**config.mk**
```make
export PLATFORM = sky130hd
export DESIGN_NAME = action_controller
export DESIGN_NICKNAME = d
export VERILOG_FILES = /design/src/rtl/tama_pkg.sv /design/src/rtl/btn_debounce.sv /design/src/rtl/action_controller.sv
export SDC_FILE = /design/constraint.sdc
export NUM_CORES = 1
export LEC_CHECK = 0
export CORE_MARGIN = 8
export CORE_UTILIZATION = 35
export CTS_CLUSTER_DIAMETER = 80
export DETAILED_ROUTE_END_ITERATION = 7
export GPL_ROUTABILITY_DRIVEN = 0
export PLACE_DENSITY = 0.5
export SLEW_MARGIN = 20
export SYNTH_ARGS = -nofsm -noshare
export SYNTH_HDL_FRONTEND = slang
export SYNTH_SLANG_ARGS = --single-unit
```
**constraint.sdc**
```tcl
create_clock -name clk -period 2.6 [get_ports clk]
set_input_delay 0.52 -clock clk [delete_from_list [all_inputs] [get_ports clk]]
set_output_delay 0.52 -clock clk [all_outputs]
set_load 0.01 [all_outputs]
```
**src/rtl/tama_pkg.sv**
```systemverilog
// Shared definitions for the care-action path: action bit indices, menu states
// and small helpers reused by the controller and the downstream stats block.
package tama_pkg;

    localparam logic [2:0] ACT_FEED       = 3'd0;
    localparam logic [2:0] ACT_PLAY_HAPPY = 3'd1;
    localparam logic [2:0] ACT_HEAL       = 3'd2;
    localparam logic [2:0] ACT_CLEAN      = 3'd3;
    localparam logic [2:0] ACT_PLAY       = 3'd4;
    localparam logic [2:0] ACT_SOCIAL     = 3'd5;
    localparam int         NUM_ACTIONS    = 6;

    typedef enum logic [1:0] {
        IDLE     = 2'd0,
        SELECT   = 2'd1,
        FIRE     = 2'd2,
        COOLDOWN = 2'd3
    } state_t;

    function automatic logic [7:0] action_onehot(input logic [2:0] idx);
        logic [7:0] vec;
        vec = 8'd0;
        if (idx < 3'(NUM_ACTIONS)) begin
            vec[idx] = 1'b1;
        end else begin
            vec = 8'd0;
        end
        return vec;
    endfunction

    function automatic logic [2:0] next_action(input logic [2:0] idx);
        logic [2:0] nxt;
        if (idx >= 3'(NUM_ACTIONS - 1)) begin
            nxt = 3'd0;
        end else begin
            nxt = idx + 3'd1;
        end
        return nxt;
    endfunction

endpackage

```
**src/rtl/btn_debounce.sv**
```systemverilog
// One push-button: 2-FF synchroniser, stability counter and a single-cycle
// pulse on the debounced rising edge.
module btn_debounce #(
    parameter int DEBOUNCE_CYCLES = 16
) (
    input  logic clk,
    input  logic reset,
    input  logic btn_raw,
    output logic press
);

    localparam int               CNT_W    = $clog2(DEBOUNCE_CYCLES + 1);
    localparam logic [CNT_W-1:0] CNT_LAST = CNT_W'(DEBOUNCE_CYCLES - 1);

    logic             sync1_r;
    logic             sync2_r;
    logic             level_r;
    logic             press_r;
    logic [CNT_W-1:0] cnt_r;

    // Synchronise, then flip the level only after an unbroken run of differing samples.
    always_ff @(posedge clk) begin
        if (reset) begin
            sync1_r <= 1'b0;
            sync2_r <= 1'b0;
            level_r <= 1'b0;
            press_r <= 1'b0;
            cnt_r   <= {CNT_W{1'b0}};
        end else begin
            sync1_r <= btn_raw;
            sync2_r <= sync1_r;
            if (sync2_r == level_r) begin
                cnt_r   <= {CNT_W{1'b0}};
                press_r <= 1'b0;
            end else if (cnt_r == CNT_LAST) begin
                level_r <= sync2_r;
                cnt_r   <= {CNT_W{1'b0}};
                press_r <= sync2_r;
            end else begin
                cnt_r   <= cnt_r + CNT_W'(1);
                press_r <= 1'b0;
            end
        end
    end

    assign press = press_r;

endmodule

```
**src/rtl/action_controller.sv**
```systemverilog
// Menu front end for the stats block: debounced buttons drive a browse/confirm
// FSM that emits one-cycle one-hot action pulses, guarded by an energy check.
module action_controller
    import tama_pkg::*;
#(
    parameter int DEBOUNCE_CYCLES = 16,
    parameter int COOLDOWN_CYCLES = 64,
    parameter int IDLE_TIMEOUT    = 4096,
    parameter int PLAY_ENERGY_MIN = 5
) (
    input  logic       clk,
    input  logic       reset,
    input  logic       btn_next,
    input  logic       btn_ok,
    input  logic       btn_back,
    input  logic [3:0] energy,
    output logic [7:0] actions,
    output logic [2:0] menu_sel,
    output logic       menu_open,
    output logic       busy,
    output logic       reject
);

    localparam int            CD_W    = $clog2(COOLDOWN_CYCLES + 1);
    localparam int            TO_W    = $clog2(IDLE_TIMEOUT + 1);
    localparam logic [CD_W-1:0] CD_LAST = CD_W'(COOLDOWN_CYCLES - 1);
    localparam logic [TO_W-1:0] TO_LAST = TO_W'(IDLE_TIMEOUT - 1);

    logic            next_press_s, ok_press_s, back_press_s;
    logic            ev_next_s, ev_ok_s, ev_back_s, any_press_s, ok_allowed_s;
    state_t          state_r, state_next_s;
    logic [2:0]      menu_sel_r, sel_next_s;
    logic [CD_W-1:0] cd_cnt_r, cd_next_s;
    logic [TO_W-1:0] to_cnt_r, to_next_s;
    logic            reject_next_s;
    logic [7:0]      actions_r;
    logic            menu_open_r, busy_r, reject_r;

    btn_debounce #(.DEBOUNCE_CYCLES(DEBOUNCE_CYCLES)) u_db_next (
        .clk(clk), .reset(reset), .btn_raw(btn_next), .press(next_press_s));
    btn_debounce #(.DEBOUNCE_CYCLES(DEBOUNCE_CYCLES)) u_db_ok (
        .clk(clk), .reset(reset), .btn_raw(btn_ok), .press(ok_press_s));
    btn_debounce #(.DEBOUNCE_CYCLES(DEBOUNCE_CYCLES)) u_db_back (
        .clk(clk), .reset(reset), .btn_raw(btn_back), .press(back_press_s));

    // Simultaneous events: back wins over ok, ok over next; the losers are dropped.
    assign ev_back_s    = back_press_s;
    assign ev_ok_s      = ok_press_s & ~back_press_s;
    assign ev_next_s    = next_press_s & ~ok_press_s & ~back_press_s;
    assign any_press_s  = next_press_s | ok_press_s | back_press_s;
    assign ok_allowed_s = !((menu_sel_r == ACT_PLAY) && (energy < 4'(PLAY_ENERGY_MIN)));

    // Next-state, selection, counters and reject decision.
    always_comb begin
        state_next_s  = state_r;
        sel_next_s    = menu_sel_r;
        cd_next_s     = cd_cnt_r;
        to_next_s     = to_cnt_r;
        reject_next_s = 1'b0;
        case (state_r)
            IDLE: begin
                cd_next_s = {CD_W{1'b0}};
                to_next_s = {TO_W{1'b0}};
                if (ev_ok_s || ev_next_s) begin
                    state_next_s = SELECT;
                end else begin
                    state_next_s = IDLE;
                end
            end
            SELECT: begin
                cd_next_s = {CD_W{1'b0}};
                if (any_press_s) begin
                    to_next_s = {TO_W{1'b0}};
                end else if (to_cnt_r != TO_LAST) begin
                    to_next_s = to_cnt_r + TO_W'(1);
                end else begin
                    to_next_s = to_cnt_r;
                end
                if (ev_back_s) begin
                    state_next_s = IDLE;
                end else if (ev_ok_s) begin
                    if (ok_allowed_s) begin
                        state_next_s = FIRE;
                    end else begin
                        state_next_s  = SELECT;
                        reject_next_s = 1'b1;
                    end
                end else if (ev_next_s) begin
                    sel_next_s = next_action(menu_sel_r);
                end else if (to_cnt_r == TO_LAST) begin
                    state_next_s = IDLE;
                end else begin
                    state_next_s = SELECT;
                end
            end
            FIRE: begin
                state_next_s = COOLDOWN;
                cd_next_s    = {CD_W{1'b0}};
            end
            COOLDOWN: begin
                if (cd_cnt_r == CD_LAST) begin
                    state_next_s = SELECT;
                    cd_next_s    = {CD_W{1'b0}};
                    to_next_s    = {TO_W{1'b0}};
                end else begin
                    cd_next_s = cd_cnt_r + CD_W'(1);
                end
            end
            default: begin
                state_next_s = IDLE;
                cd_next_s    = {CD_W{1'b0}};
                to_next_s    = {TO_W{1'b0}};
            end
        endcase
    end

    // State, counters and outputs; outputs are decoded from the next state so they line up with it.
    always_ff @(posedge clk) begin
        if (reset) begin
            state_r     <= IDLE;
            menu_sel_r  <= 3'd0;
            cd_cnt_r    <= {CD_W{1'b0}};
            to_cnt_r    <= {TO_W{1'b0}};
            actions_r   <= 8'd0;
            menu_open_r <= 1'b0;
            busy_r      <= 1'b0;
            reject_r    <= 1'b0;
        end else begin
            state_r     <= state_next_s;
            menu_sel_r  <= sel_next_s;
            cd_cnt_r    <= cd_next_s;
            to_cnt_r    <= to_next_s;
            actions_r   <= (state_next_s == FIRE) ? action_onehot(sel_next_s) : 8'd0;
            menu_open_r <= (state_next_s != IDLE);
            busy_r      <= (state_next_s == FIRE) || (state_next_s == COOLDOWN);
            reject_r    <= reject_next_s;
        end
    end

    assign actions   = actions_r;
    assign menu_sel  = menu_sel_r;
    assign menu_open = menu_open_r;
    assign busy      = busy_r;
    assign reject    = reject_r;

endmodule

```
==> impl_metrics.csv, run 1 <==
group,metric,value,unit
critical_path,rrSetupSlack,0.56,ns
clock_network,worstSkewPairLatency,0.33,ns
clock_network,h-tree-depth,3,
cells_and_area,area_delta_synth_final,22.7,%
detailed_routing,vias_per_cell,4.91,
synth,synth_cell_type_count,51,
power,leakage,1.14,nW
cells_and_area,finalNetCount,320,
clock_network,cts_tree,"yes",
synth,synthFlopType,"dfxtp_1",
global_routing,grt_start_max_net_pins,29,
power,ir_worst_vdd,331,µV
cells_and_area,drive_gt1_share,8.85,%
synth,synthAdderAreaFrac,5.36,%
synth,netlist_area,2570,µm²
global_routing,grt_remaining_overflow,0,
sta,slew_headroom,49.3,%
synth,ys_warn_count,0,
sta,hold_viol_final,0,
placed_design,placed_cell_area,2920,µm²
global_routing,grt_usage,10.7,%
sta,fin_tns_setup,0,ns
global_routing,met1_usage,12.6,%
sta,rsz0062_at_grt,"no",
synth,synth_compound_area_share,12.8,%
clock_network,clk_pin_slew,0.07,ns
global_routing,antenna_found_initial,0,
clock_network,cts_buffer_depth,2,
synth,postSynthAreaPerCell,9.58,µm²
worst_hold_path,hold_path.class,"flip-flop to flip-flop",
die,start_util,35.8,%
placed_design,portBuffers,22,
placed_design,dpl_worst_slack,0.344,ns
clock_network,clock-root-buffer,"clkbuf_8",
synth,yosysSeqAreaShare,48.4,%
global_routing,grt_pass1_vias,1909,
sta,drv_slew,0,
detailed_routing,antenna_left,0,
synth,ys_ff_latch,62,
clock_network,cts_sinks,62,
synth,synth_top_family_by_area,"simple AND/OR/NAND/NOR gates",
sta,period_share,78.3,%
synth,synth-xor-area-share,4.44,%
detailed_routing,wirelength,4940,µm
global_routing,top_usage_layer,"met2",
sta,clock_skew,0.00645,ns
worst_hold_path,holdPathStages,1,
synth,yosys.area_share.simple,23.3,%
placed_design,hpwl,3480,µm
critical_path,r2r-start,"state_r[1]",
critical_path,reg2reg_depth,4,
sta,finalSetupViolCount,0,
detailed_routing,drt_iter0_markers,50,
die,fp.dieArea,10300,µm²
power,power_density,622,nW/µm²
synth,synthArstFlopShare,0,%
clock_network,cts_resized,0,
die,rows,31,
die,core-area,7180,µm²
global_routing,grt_pass1_wl,8660,µm
critical_path,start_kind,"flip-flop",
worst_hold_path,worstHoldEndpoint,"u_db_ok.sync2_r",
clock_network,post_cts_buffers,0,
cells_and_area,antennaDiodeCount,0,
clock_network,numCtsBuffers,9,
detailed_routing,drc,0,
critical_path,critPathArrivalTime,2.31,ns
run,drv_cap,0,
die,dieHeight,102,µm
global_routing,grt_use_met2,16.1,%
synth,synth_mux_area_share,2.44,%
synth,syn_inst,268,
sta,min_period,2.04,ns
critical_path,critPathKind,"flip-flop to flip-flop",
sta,worst_pin_slew,0.748,ns
global_routing,use_met3,4.26,%
critical_path,required,2.88,ns
cells_and_area,post-route-util,43.9,%
critical_path,crit_fanout,8,
sta,max_freq,491,MHz
cells_and_area,fin_area,3150,µm²
clock_network,hold_buffers,0,
critical_path,r2r_end,"to_cnt_r[9]",
detailed_routing,first_pass_iters,4,
detailed_routing,via_count,1984,
die,io_pins,23,
critical_path,crit_path_end_kind,"flip-flop",
synth,synth-edff-count,0,
detailed_routing,wl_per_cell,12.2,µm
worst_hold_path,hp-start,"u_db_ok.sync1_r",
sta,setup_ws,0.563,ns
die,die_x,102,µm
status,status,"finished clean",
power,p_total,1.96,mW
-- placed cells by master, fill, tap and decap left out, drive strengths merged, types with 3 or more instances in the layout --
cell,synthesis,layout
a211oi,3,3
a21oi,6,6
a41oi,3,3
and3,7,7
buf,2,4
clkbuf,4,11
clkdlybuf4s50,0,22
dfxtp,62,62
ha,11,11
inv,14,14
mux2i,4,4
nand2,6,6
nand2b,3,3
nand3,16,16
nand4,6,6
nor2,30,30
nor2b,9,9
nor3,11,11
nor4,3,3
nor4bb,3,3
o211ai,3,3
o21a,3,3
o21ai,11,11
o311ai,3,3
or3,4,4
or4,3,3
xnor2,9,9
xor2,4,4
-- cell type report --
| class | instances | area (µm²) |
|---|---|---|
| tap | 99 | 124 |
| sequential | 62 | 1240 |
| multi-input combinational | 187 | 1250 |
| timing repair buffer | 26 | 250 |
| clock inverter | 5 | 81.3 |
| fill | 721 | 4030 |
| inverter | 14 | 52.6 |
| clock buffer | 11 | 151 |
-- routing by layer --
metal / vias to the layer above / wire [µm]
met5: - / 0
met4: 0 / 89
met3: 10 / 277
met2: 25 / 2130
met1: 921 / 2440
li1: 1028 / -
-- Yosys cell counts, types with 2 or more instances --
master | n | area (µm²)
nor2b_1 | 9 | 56.3
nand2_1 | 6 | 22.5
or4_1 | 3 | 22.5
nand4_1 | 6 | 37.5
xnor2_1 | 9 | 78.8
ha_1 | 11 | 138
nor2_1 | 30 | 113
a21oi_1 | 6 | 30.0
o31ai_1 | 2 | 15.0
o211ai_1 | 3 | 22.5
xor2_1 | 4 | 35.0
nand2b_1 | 3 | 18.8
mux2i_1 | 4 | 40.0
nor3_1 | 11 | 55.1
a211oi_1 | 3 | 22.5
a41oi_1 | 3 | 26.3
clkbuf_1 | 4 | 15.0
nor3b_1 | 2 | 15.0
o21a_1 | 3 | 22.5
nor4_1 | 2 | 12.5
nor4bb_1 | 3 | 30.0
dfxtp_1 | 62 | 1240
o211a_1 | 2 | 20.0
and3_1 | 7 | 43.8
nand3_1 | 16 | 80.1
o21ai_0 | 10 | 50.1
and2_1 | 2 | 12.5
or3_1 | 3 | 18.8
inv_1 | 14 | 52.6
o311ai_0 | 3 | 26.3
mux2_2 | 2 | 22.5
-- critical path: stages, from the launching register on --
cell and delay [ns]:
dfxtp_1 0.38, or3b_4 0.43, or4_1 0.54, or4_1 0.56, nand3_1 0.08
-- power breakdown --
group | total [mW] | internal (mW) | leakage [nW] | switching [mW]
combinational | 0.0347 | 0.0201 | 0.526 | 0.0146
sequential | 0.960 | 0.957 | 0.501 | 0.00329
clock | 0.962 | 0.592 | 0.116 | 0.371
-- how the worst max path moves through the flow --
stage,start,endpoint,slack [ns]
6_report,state_r[1],to_cnt_r[9],0.56
5_1_grt,state_r[1],to_cnt_r[9],0.46
4_1_cts,state_r[1],to_cnt_r[9],0.54
3_5_place_dp,reset,to_cnt_r[9],0.34
3_3_place_gp,reset,to_cnt_r[9],0.34
2_1_floorplan,state_r[0],to_cnt_r[9],0.64
-- sequential cells by signal (all words and copies together) (netlist names), 2 cells and up --
signal,cells
actions,8
cd_cnt_r,7
u_db_next.cnt_r,5
u_db_ok.cnt_r,5
menu_sel,3
state_r,2
u_db_back.cnt_r,5
to_cnt_r,13
-- kinds of logic after synthesis --
| group | Yosys count |
|---|---|
| XOR/XNOR | 13 |
| multiplexers | 6 |
| buffers and inverters | 20 |
| flip-flops | 62 |
| other | 1 |
| AO/OA/AOI/OAI | 46 |
| AND/OR/NAND/NOR | 109 |
| adder cells (fa/ha/maj) | 11 |
-- metrics by stage --
stage / hold WS [ns] / instances
after global placement: 0.417 / 388
final: 0.436 / 404
after CTS: 0.446 / 404
after detailed placement: 0.428 / 388
after global routing: 0.470 / 404
after floorplan: 0.413 / 269
No activity file was read; power rests on OpenSTA's default activity.
==> inputs of run 2 (changes only) <==
PLACE_DENSITY = 0.52   (was 0.5)
clock period = 1.6 ns   (was 2.6 ns; I/O delays follow)
==> impl_metrics.csv, run 2 (synthesis gave the netlist of run 1 again) <==
group,metric,value,unit
critical_path,reg2reg_depth,5,
sta,setup_ws,-0.166,ns
cells_and_area,drive_gt1_share,28.9,%
worst_hold_path,hold_path.class,"flip-flop to flip-flop",
detailed_routing,vias_per_cell,4.85,
cells_and_area,layout_common_cells,"dfxtp_1 (55), buf_4 (46), nor2_1 (29)",
critical_path,critical-path-slowest-cell,"or4bb_4",
detailed_routing,drc,0,
status,violations,"setup timing",
global_routing,grt_start_max_net_pins,18,
sta,finalSetupViolCount,15,
clock_network,cts_tree,"yes",
sta,min_period,1.77,ns
clock_network,hold_buffers,0,
cells_and_area,area_delta_synth_final,42.2,%
clock_network,cts_sinks,62,
die,fp.dieArea,10300,µm²
clock_network,worstSkewPairLatency,0.33,ns
run,drv_cap,0,
die,rows,31,
detailed_routing,antenna_left,0,
global_routing,grt_pass1_vias,2152,
global_routing,antenna_found_initial,0,
clock_network,cts_buffer_depth,2,
critical_path,required,1.85,ns
power,p_total,3.08,mW
cells_and_area,max_flop_register,"to_cnt_r",
critical_path,start_kind,"flip-flop",
detailed_routing,first_pass_iters,4,
die,io_pins,23,
cells_and_area,antennaDiodeCount,0,
placed_design,hpwl,3770,µm
critical_path,crit_family,"simple AND/OR/NAND/NOR gates",
detailed_routing,drt_iter0_markers,36,
detailed_routing,wl_per_cell,12.1,µm
cells_and_area,n_fill_cell,682,
sta,hold_slack,0.441,ns
critical_path,cp_num_buf_inv,1,
detailed_routing,wirelength,5430,µm
power,power_density,844,nW/µm²
die,start_util,35.8,%
sta,clock_skew,0.00639,ns
global_routing,grt_pass1_wl,9600,µm
critical_path,cpPeakStageDelay,0.54,ns
cells_and_area,finalNetCount,365,
detailed_routing,via_count,2172,
sta,hold_viol_final,0,
global_routing,grt_remaining_overflow,0,
die,dieHeight,102,µm
critical_path,critPathKind,"flip-flop to flip-flop",
clock_network,clk_pin_slew,0.07,ns
cells_and_area,largest_reg_flops,13,
power,leakage,1.41,nW
clock_network,clock-root-buffer,"clkbuf_8",
sta,drv_slew,0,
critical_path,crit_chain,"buf_4, or4bb_4, a311oi_4, a21bo_2, nor3_2",
clock_network,numCtsBuffers,9,
global_routing,grt_usage,11.5,%
sta,rsz0062_at_grt,"yes",
status,status,"finished with violations",
die,die_x,102,µm
die,core-area,7180,µm²
critical_path,critPathArrivalTime,2.02,ns
sta,period_share,110,%
placed_design,portBuffers,22,
placed_design,dpl_worst_slack,-0.375,ns
critical_path,crit_cells,5,
worst_hold_path,holdPathStages,1,
clock_network,h-tree-depth,3,
cells_and_area,final_common_cell,"dfxtp_1",
critical_path,crit_fanout,4,
power,ir_worst_vdd,455,µV
critical_path,crit_path_end_kind,"flip-flop",
sta,max_freq,566,MHz
==> run 2: cell types whose count changed in the layout (fill, tap and decap cells not counted), sizes merged <==
| cell | change |
|---|---|
| buf | +45 |
| clkbuf | -1 |
| clkinvlp | -1 |
| clkdlybuf4s50 | -4 |
| clkinv | +1 |
| dlygate4sd2 | +4 |
==> run 2: through the flow <==
stage | cells | instance area [µm²] | util, % | TNS (ns)
after floorplan | 269 | 2600 | - | -1.06
after global placement | 428 | 3250 | 45.2 | -5.71
after detailed placement | 428 | 3250 | 45.2 | -6.69
after CTS | 445 | 3510 | 48.9 | -0.862
after global routing | 448 | 3650 | 50.9 | -2.38
final | 448 | 3650 | 50.9 | -1.19
==> run 2: layout make-up <==
cell class	instances	area (µm²)	area share, %
multi-input cells	187	1430	39.1
repair buffers	71	594	16.3
clock inverters	5	75.1	2.06
inverters	14	52.6	1.44
clock buffers	10	128	3.50
flip-flops and latches	62	1250	34.2
well taps	99	124	3.39
==> run 2: final timing paths <==
check             startpoint         endpoint  slack [ns]
max               state_r[0]       actions[2]       -0.17
min          u_db_ok.sync1_r  u_db_ok.sync2_r        0.44
max reg2reg       state_r[0]       actions[2]       -0.17
min reg2reg  u_db_ok.sync1_r  u_db_ok.sync2_r        0.44
==> run 2: power by group <==
group | switching (mW) | internal [mW] | total (mW)
registers | 0.00538 | 1.55 | 1.56
clock network | 0.592 | 0.861 | 1.45
logic | 0.0287 | 0.0378 | 0.0664
==> run 2: timing repair <==
item                                   4_1_cts  5_1_grt
setup endpoints to repair                   20       38
pin swaps                                    6       13
setup buffers                                2        3
endpoints found under the hold margin        0        0
gates resized for setup                     16       28
==> run 2: layer usage <==
layer  share of wire [%]  global-route usage [%]  up-vias
li1                    -                       -     1114
met1                  49                    14.4     1019
met2                  45                    18.2       32
met3                 4.5                    3.23        7
met4                 1.4                    4.47        0
met5                   0                       0        -
==> inputs of run 3 (changes only) <==
CORE_ASPECT_RATIO = 1.25   (was default)
SLEW_MARGIN = default   (was 20)
==> impl_metrics.csv, run 3 (synthesis gave the netlist of run 1 again) <==
group,metric,value,unit
clock_network,cts_tree,"yes",
critical_path,cp_num_buf_inv,1,
cells_and_area,max_flop_register,"to_cnt_r",
global_routing,antenna_found_initial,0,
critical_path,cpPeakStageDelay,0.56,ns
clock_network,cts_buffer_depth,2,
global_routing,grt_pass1_wl,9600,µm
status,status,"finished with violations",
power,switching_share,18.8,%
detailed_routing,first_pass_iters,4,
global_routing,grt_usage,11.5,%
die,io_pins,23,
power,combPwrFrac,2.0,%
critical_path,crit_chain,"buf_4, or4bb_4, a311oi_4, a21bo_4, nor3_2",
die,start_util,35.5,%
run,drv_cap,0,
global_routing,grt_pass1_vias,2128,
detailed_routing,drc,0,
cells_and_area,drive_gt1_share,28.3,%
sta,slew_headroom,63.7,%
clock_network,clock-root-buffer,"clkbuf_8",
cells_and_area,fin_area,3680,µm²
cells_and_area,antennaDiodeCount,0,
placed_design,placed_cell_area,3230,µm²
sta,setup_ws,-0.142,ns
cells_and_area,layout_common_cells,"dfxtp_1 (57), buf_4 (43), nor2_1 (29)",
critical_path,crit_path_end_kind,"flip-flop",
placed_design,dpl_worst_slack,-0.340,ns
detailed_routing,via_count,2176,
global_routing,grt_remaining_overflow,0,
critical_path,start_kind,"flip-flop",
cells_and_area,area_delta_synth_final,43.3,%
critical_path,required,1.85,ns
critical_path,critPathArrivalTime,2.00,ns
clock_network,worstSkewPairLatency,0.33,ns
cells_and_area,finalNetCount,362,
power,power_density,890,nW/µm²
power,clkPwrFrac,50.3,%
detailed_routing,wl_per_cell,12.7,µm
detailed_routing,antenna_left,0,
placed_design,hpwl,3900,µm
power,p_int,2.66,mW
critical_path,crit_family,"simple AND/OR/NAND/NOR gates",
sta,max_freq,574,MHz
global_routing,grt_start_max_net_pins,22,
sta,period_share,109,%
sta,drv_slew,0,
clock_network,clk_pin_slew,0.06,ns
sta,hold_viol_final,0,
critical_path,crit_fanout,3,
cells_and_area,final_common_cell,"dfxtp_1",
status,violations,"setup timing",
clock_network,numCtsBuffers,9,
detailed_routing,vias_per_cell,4.97,
die,rows,35,
die,fp.dieArea,10300,µm²
power,pwr-share-seq,47.7,%
sta,worst_pin_slew,0.539,ns
power,leakage,1.43,nW
die,core-area,7230,µm²
sta,clock_skew,0.00603,ns
worst_hold_path,hold_path.class,"flip-flop to flip-flop",
sta,min_period,1.74,ns
sta,finalSetupViolCount,13,
clock_network,h-tree-depth,3,
detailed_routing,drt_iter0_markers,89,
clock_network,hold_buffers,0,
cells_and_area,largest_reg_flops,13,
power,switchingPower,615,µW
sta,rsz0062_at_grt,"yes",
die,die_x,92.6,µm
critical_path,critPathKind,"flip-flop to flip-flop",
die,dieHeight,112,µm
critical_path,critical-path-slowest-cell,"or4bb_4",
placed_design,portBuffers,22,
power,ir_worst_vdd,496,µV
detailed_routing,wirelength,5580,µm
clock_network,cts_sinks,62,
==> run 3: power by group through the flow <==
stage	combinational (mW)	clock (mW)	sequential, mW
3_5_place_dp	0.0613	0	1.60
2_1_floorplan	0.0251	0	1.60
6_report	0.0656	1.65	1.56
4_1_cts	0.0624	1.70	1.56
3_3_place_gp	0.0608	0	1.59
5_1_grt	0.0722	1.78	1.56
==> run 3: area by class of cell <==
cell class | count | area [µm²]
Timing Repair Buffer | 68 | 572
Inverter | 14 | 52.6
Clock buffer | 11 | 141
Sequential cell | 62 | 1250
Tap cell | 92 | 115
Clock inverter | 4 | 95.1
Multi-Input combinational cell | 187 | 1460
Fill cell | 708 | 3550
==> run 3: worst register-to-register path: stages (launching register included) <==
cell and delay, ns:
dfxtp_2 0.32, buf_4 0.13, or4bb_4 0.56, a311oi_4 0.27, a21bo_4 0.28, nor3_2 0.11
==> run 3: what timing repair did <==
| action | CTS | global route |
|---|---|---|
| setup buffers | 2 | 1 |
| resized for setup | 24 | 21 |
| endpoints found under the setup margin | 19 | 36 |
| endpoints found under the hold margin | 0 | 0 |
| pin swaps | 5 | 10 |
==> run 3: metal layers <==
metal  share of wire [%]  routed length [µm]  up-vias  track usage [%]
met5                   0                   0        -                0
met4                 1.7                  95        0             5.17
met3                 3.9                 217       10             3.63
met2                  49                2760       27             19.1
met1                  45                2510     1030             13.0
li1                    -                   -     1109                -
==> run 3: per-stage QoR <==
stage	std cells	total power [mW]	TNS [ns]	hold WS, ns	utilization, %
global placement	420	1.66	-5.88	0.418	44.7
finish	438	3.27	-1.05	0.436	50.9
global route	438	3.41	-2.12	0.455	50.9
floorplan	269	1.62	-1.06	0.413	-
detailed placement	420	1.66	-6.55	0.425	44.7
CTS	437	3.32	-0.872	0.438	49.2
==> run 3: worst paths after layout <==
path | from | to | slack (ns) | cells past startpoint
max | u_db_back.press | actions[3] | -0.14 | 5
min | u_db_back.sync1_r | u_db_back.sync2_r | 0.44 | 1
max reg2reg | u_db_back.press | actions[3] | -0.14 | 5
min reg2reg | u_db_back.sync1_r | u_db_back.sync2_r | 0.44 | 1
